==> src/rtl/turn_signal_seq_pkg.sv <==
// Shared mode encodings and request decode for the turn-signal sequencer.
package turn_signal_seq_pkg;

    localparam logic [1:0] ST_IDLE   = 2'd0;
    localparam logic [1:0] ST_LEFT   = 2'd1;
    localparam logic [1:0] ST_RIGHT  = 2'd2;
    localparam logic [1:0] ST_HAZARD = 2'd3;

    // Hazard has priority, and both turn requests together also mean hazard.
    function automatic logic [1:0] decode_mode(input logic hazard, input logic left,
                                               input logic right);
        if (hazard || (left && right)) return ST_HAZARD;
        else if (left)                 return ST_LEFT;
        else if (right)                return ST_RIGHT;
        else                           return ST_IDLE;
    endfunction

endpackage

==> src/rtl/turn_signal_seq_if.sv <==
// Request/LED bundle between the panel logic (master) and the sequencer (slave).
interface turn_signal_seq_if #(parameter int LED_W = 8);
    logic             tick_i;
    logic             left_i;
    logic             right_i;
    logic             hazard_i;
    logic [LED_W-1:0] led_left;
    logic [LED_W-1:0] led_right;
    logic [1:0]       state_o;
    logic             active_o;

    modport master (output tick_i, left_i, right_i, hazard_i,
                    input  led_left, led_right, state_o, active_o);
    modport slave  (input  tick_i, left_i, right_i, hazard_i,
                    output led_left, led_right, state_o, active_o);
endinterface

==> src/rtl/turn_signal_seq_step_gate.sv <==
// Tick rising-edge detector plus STEP_TICKS prescaler; step_o pulses on the wrapping edge.
module turn_signal_seq_step_gate #(
    parameter int STEP_TICKS = 1
) (
    input  logic clk,
    input  logic rst_n,
    input  logic tick,
    input  logic clear,
    output logic step_o
);
    localparam int CNT_W = (STEP_TICKS > 1) ? $clog2(STEP_TICKS) : 1;

    logic             tick_q;
    logic [CNT_W-1:0] cnt_q;
    logic             tick_edge;
    logic             cnt_last;

    assign tick_edge = tick & ~tick_q;
    assign cnt_last  = (cnt_q == CNT_W'(STEP_TICKS - 1));
    assign step_o    = tick_edge & cnt_last & ~clear;

    always_ff @(posedge clk) begin
        if (!rst_n) begin
            tick_q <= 1'b0;
            cnt_q  <= '0;
        end else begin
            tick_q <= tick;
            // A clear swallows any edge seen in the same cycle.
            if (clear)
                cnt_q <= '0;
            else if (tick_edge)
                cnt_q <= cnt_last ? '0 : cnt_q + 1'b1;
        end
    end
endmodule

==> src/rtl/turn_signal_seq.sv <==
// Turn-signal sequencer: mode decode, phase counter and registered LED pattern generator.
module turn_signal_seq #(
    parameter int LED_W      = 8,
    parameter int STEP_TICKS = 1
) (
    input logic              clk,
    input logic              rst_n,
    turn_signal_seq_if.slave bus
);
    import turn_signal_seq_pkg::*;

    localparam int PH_W = $clog2(LED_W + 1);

    logic [1:0]       state_q;
    logic [1:0]       mode;
    logic             mode_chg;
    logic             step;
    logic [PH_W-1:0]  phase_q;
    logic [PH_W-1:0]  phase_nxt;
    logic [LED_W-1:0] fill;
    logic [LED_W-1:0] left_nxt;
    logic [LED_W-1:0] right_nxt;
    logic [LED_W-1:0] led_left_q;
    logic [LED_W-1:0] led_right_q;
    logic             active_q;

    assign mode     = decode_mode(bus.hazard_i, bus.left_i, bus.right_i);
    assign mode_chg = (mode != state_q);

    turn_signal_seq_step_gate #(.STEP_TICKS(STEP_TICKS)) u_step_gate (
        .clk    (clk),
        .rst_n  (rst_n),
        .tick   (bus.tick_i),
        .clear  (mode_chg || (state_q == ST_IDLE)),
        .step_o (step)
    );

    always_comb begin
        phase_nxt = phase_q;
        if (mode_chg)
            phase_nxt = '0;
        else if (step) begin
            if (state_q == ST_HAZARD)
                phase_nxt = (phase_q == '0) ? PH_W'(1) : '0;
            else if (phase_q == PH_W'(LED_W))
                phase_nxt = '0;
            else
                phase_nxt = phase_q + 1'b1;
        end
    end

    // Patterns are built from the next phase so the LED registers land with the state.
    always_comb begin
        fill      = '0;
        left_nxt  = '0;
        right_nxt = '0;
        for (int i = 0; i < LED_W; i++)
            fill[i] = (i < int'(phase_nxt));
        case (mode)
            ST_LEFT:   left_nxt = fill;
            ST_RIGHT:
                for (int i = 0; i < LED_W; i++)
                    right_nxt[LED_W-1-i] = fill[i];
            ST_HAZARD: begin
                left_nxt  = {LED_W{phase_nxt[0]}};
                right_nxt = {LED_W{phase_nxt[0]}};
            end
            default: ;
        endcase
    end

    always_ff @(posedge clk) begin
        if (!rst_n) begin
            state_q     <= ST_IDLE;
            phase_q     <= '0;
            led_left_q  <= '0;
            led_right_q <= '0;
            active_q    <= 1'b0;
        end else begin
            state_q     <= mode;
            phase_q     <= phase_nxt;
            led_left_q  <= left_nxt;
            led_right_q <= right_nxt;
            active_q    <= (mode != ST_IDLE);
        end
    end

    assign bus.led_left  = led_left_q;
    assign bus.led_right = led_right_q;
    assign bus.state_o   = state_q;
    assign bus.active_o  = active_q;
endmodule
==> src/flat_wrapper.sv <==
// flat-port wrapper written by rule: the top's interface ports become plain ports
module turn_signal_seq_flat import turn_signal_seq_pkg::*;
#(
    parameter int LED_W      = 8,
    parameter int STEP_TICKS = 1
)
  (clk, rst_n, bus_tick_i, bus_left_i, bus_right_i, bus_hazard_i, bus_led_left, bus_led_right, bus_state_o, bus_active_o);
  turn_signal_seq_if #(.LED_W(LED_W)) bus_i ();
  input logic clk;
  input logic rst_n;
  input wire logic [$bits(bus_i.tick_i)-1:0] bus_tick_i;
  input wire logic [$bits(bus_i.left_i)-1:0] bus_left_i;
  input wire logic [$bits(bus_i.right_i)-1:0] bus_right_i;
  input wire logic [$bits(bus_i.hazard_i)-1:0] bus_hazard_i;
  output wire logic [$bits(bus_i.led_left)-1:0] bus_led_left;
  output wire logic [$bits(bus_i.led_right)-1:0] bus_led_right;
  output wire logic [$bits(bus_i.state_o)-1:0] bus_state_o;
  output wire logic [$bits(bus_i.active_o)-1:0] bus_active_o;
  assign bus_i.tick_i = bus_tick_i;
  assign bus_i.left_i = bus_left_i;
  assign bus_i.right_i = bus_right_i;
  assign bus_i.hazard_i = bus_hazard_i;
  assign bus_led_left = bus_i.led_left;
  assign bus_led_right = bus_i.led_right;
  assign bus_state_o = bus_i.state_o;
  assign bus_active_o = bus_i.active_o;
  turn_signal_seq #(.LED_W(LED_W), .STEP_TICKS(STEP_TICKS)) u_core (.clk(clk), .rst_n(rst_n), .bus(bus_i));
endmodule
==> config.mk <==
export PLATFORM = sky130hd
export DESIGN_NAME = turn_signal_seq_flat
export DESIGN_NICKNAME = d
export VERILOG_FILES = /design/src/rtl/turn_signal_seq_pkg.sv /design/src/rtl/turn_signal_seq_if.sv /design/src/rtl/turn_signal_seq_step_gate.sv /design/src/rtl/turn_signal_seq.sv /design/src/flat_wrapper.sv
export SDC_FILE = /design/constraint.sdc
export NUM_CORES = 1
export LEC_CHECK = 0
export CAP_MARGIN = 20
export CORE_MARGIN = 4
export CORE_UTILIZATION = 45
export DETAILED_ROUTE_END_ITERATION = 7
export PLACE_DENSITY = 0.84
export SLEW_MARGIN = 20
export SYNTH_ARGS = -nofsm -noshare
export SYNTH_HDL_FRONTEND = slang
export SYNTH_SLANG_ARGS = --single-unit
==> constraint.sdc <==
create_clock -name clk -period 3.21 [get_ports clk]
set_clock_uncertainty 0.05 [all_clocks]
set_input_delay 0.963 -clock clk [delete_from_list [all_inputs] [get_ports clk]]
set_output_delay 0.963 -clock clk [all_outputs]
set_load 0.02 [all_outputs]
==> qor.csv <==
metric,value,unit
grt_pass1_wl,4.53,mm
clock_path_buffers,2,
diodes,0,
clock_sinks,24,
postSynth.asyncResetShare,0,%
yosysTopAreaCell,dfxtp_1,
hold_path.class,flip-flop to flip-flop,
syn_nets,128,
rows,18,
fin_setup_tns,0,ns
max_freq,358,MHz
ios,25,
holdBufCountCts,0,
numCtsBuffers,3,
rsz0062_at_grt,no,
synth_ff_type,dfxtp_1,
detail_route.wl_per_cell,15.3,um
peakVddDrop,381,uV
cts-root-buf,clkbuf_4,
synth_seq_cells,24,
drcViolationCount,0,
nFillCells,211,
first_pass_iters,4,
slew_viol_final,0,
path_max_fanout,8,
crit_path_end_kind,flip-flop,
cp_slowest_stage_delay,0.63,ns
gp_congestion,0.884,
initial_core_util,46.7,%
drtAntennaViolNets,0,
final-instance-count-excl-fill,179,
route.vias.total,1031,
tritoncts,done,
cp_slowest_cell,a2111oi_4,
synthTopCellsByCount,"24 x dfxtp_1, 11 x a21oi_1, 10 x nor2_1",
areaGrowthSynthToFinish,29.4,%
period_needed,2.79,ns
register_area,480,um2
grt_overflow,0,
port_buffers,24,
drv_cap,0,
outcome,"complete, no violations",
path_class,input pin to flip-flop,
die_w,58.5,um
hold_viol_final,0,
grt_max_degree,16,
avgSynthCellArea,9.55,um2
synthTopCellsByArea,"dfxtp_1 42%, a21oi_1 4.8%, nor2_1 3.3%",
antenna_found_initial,0,
tightest_slew,0.559,ns
yosysMostFrequentCell,dfxtp_1,
yosysUniqueCellTypes,46,
ctsResizeCount,0,
ys_seq_area_share,41.9,%
dp_hpwl,2.01,mm
core,2450,um2
cts.htree.levels,1,
nets,158,
dieArea,3420,um2
synth_top_area_share,41.9,%
yosys_warnings,0,
power_density,408,nW/um2
slew_headroom,62.7,%
drtIter0Drc,48,
critPathArrivalTime,2.99,ns
cts_setup_buffers,0,
insertion_delay,0.32,ns
drive_gt1_share,14.1,%
track_usage,17.3,%
fin_crit_sh,87.0,%
critPathLaunchType,input pin,
postSynthCellCount,120,
synth_area,1150,um2
crit_chain,"clkdlybuf4s50_1, a21o_2, nand3_4, a2111oi_4, a21oi_1, a211oi_1",
synth_edf_count,0,
fp.dieH,58.5,um
routed_wl,2.75,mm
required,3.40,ns
total_power,0.605,mW
viasPerCell,5.76,
finalSetupViolations,0,
multi_input_area,604,um2
dpl.cell_count,175,
path_clk_slew,0.13,ns
grt_pass1_vias,1000,
power_leakage,0.544,nW
## through the flow
| step | setup WS, ns | instance area [um2] | hold slack [ns] | utilization [%] |
|---|---|---|---|---|
| final | 0.417 | 1480 | 0.748 | 60.4 |
| after global routing | 0.312 | 1480 | 0.771 | 60.4 |
| after CTS | 0.443 | 1480 | 0.742 | 60.4 |
| after detailed placement | 0.108 | 1430 | 0.717 | 58.3 |
| after global placement | 0.128 | 1430 | 0.701 | 58.3 |
| after floorplan | 0.874 | 1150 | 0.637 | - |
## critical path: cells and delay by family
| family | cells | cell delay, ns |
|---|---|---|
| AO/OA/AOI/OAI | 4 | 1.30 |
| buffers and inverters | 1 | 0.61 |
| AND/OR/NAND/NOR | 1 | 0.11 |
## cells by family (layout without fill, tap and decap cells)
family          Yosys count  in the layout  share of synthesized area [%]
compound gates           36             36                           25.2
xor+xnor                  2              2                           1.53
fa+ha+maj                 2              2                           2.18
buf+inv                  11             40                           5.35
flops                    24             24                           41.9
simple gates             45             45                           23.8
## area by class of cell
class / count / share of cell area, %
clock inverter: 1 / 2.03
sequential: 24 / 32.4
timing repair buffer: 30 / 19.2
multi-input combinational: 85 / 40.8
inverter: 6 / 1.52
tap: 30 / 2.53
clock buffer: 3 / 1.52
## where the power goes
part	total [mW]	switching [mW]	internal, mW
logic	0.0765	0.0432	0.0333
clock network	0.216	0.0899	0.126
registers	0.312	0.00903	0.303
total	0.605	0.142	0.463
## worst paths after layout
check / startpoint / end / cells past startpoint / slack, ns
setup / recovery: bus_right_i / u_core.bus.led_left[6] / 6 / 0.42
hold / removal: u_core.phase_q[2] / u_core.phase_q[2] / 2 / 0.75
setup reg to reg: u_core.bus.state_o[1] / u_core.bus.led_left[6] / 5 / 1.06
hold reg to reg: u_core.phase_q[2] / u_core.phase_q[2] / 2 / 0.75
## cells in the final DEF, fill, tap and decap left out, types with 2 or more instances in the layout
cell | Yosys | routed
nor2_1 | 10 | 10
dfxtp_1 | 24 | 24
nor3_1 | 4 | 4
a211oi_1 | 3 | 3
a21oi_1 | 11 | 11
and3_1 | 4 | 4
nand4b_1 | 4 | 4
and2_1 | 3 | 3
buf_4 | 1 | 6
o21ai_0 | 2 | 2
inv_1 | 6 | 6
clkdlybuf4s50_1 | 0 | 24
nand4bb_1 | 2 | 2
nand2b_1 | 2 | 2
nand2_1 | 7 | 7
ha_1 | 2 | 2
a21oi_2 | 2 | 2
o21ai_1 | 2 | 2
o31ai_1 | 2 | 2
clkbuf_4 | 0 | 3
## sequential cells by signal, indices dropped and copies added (netlist names)
name                       count
u_core.bus.active_o            1
u_core.bus.led_right           8
u_core.bus.state_o             2
u_core.bus.led_left            8
u_core.phase_q                 4
u_core.u_step_gate.tick_q      1
## routing by layer
layer	global-route usage [%]	up-vias	part of all wire, %
met3	3.73	5	5.8
li1	-	500	-
met2	26.0	39	48
met4	5.63	0	1.1
met5	0	-	0
met1	24.5	487	45
(Power assumes the default switching activity.)
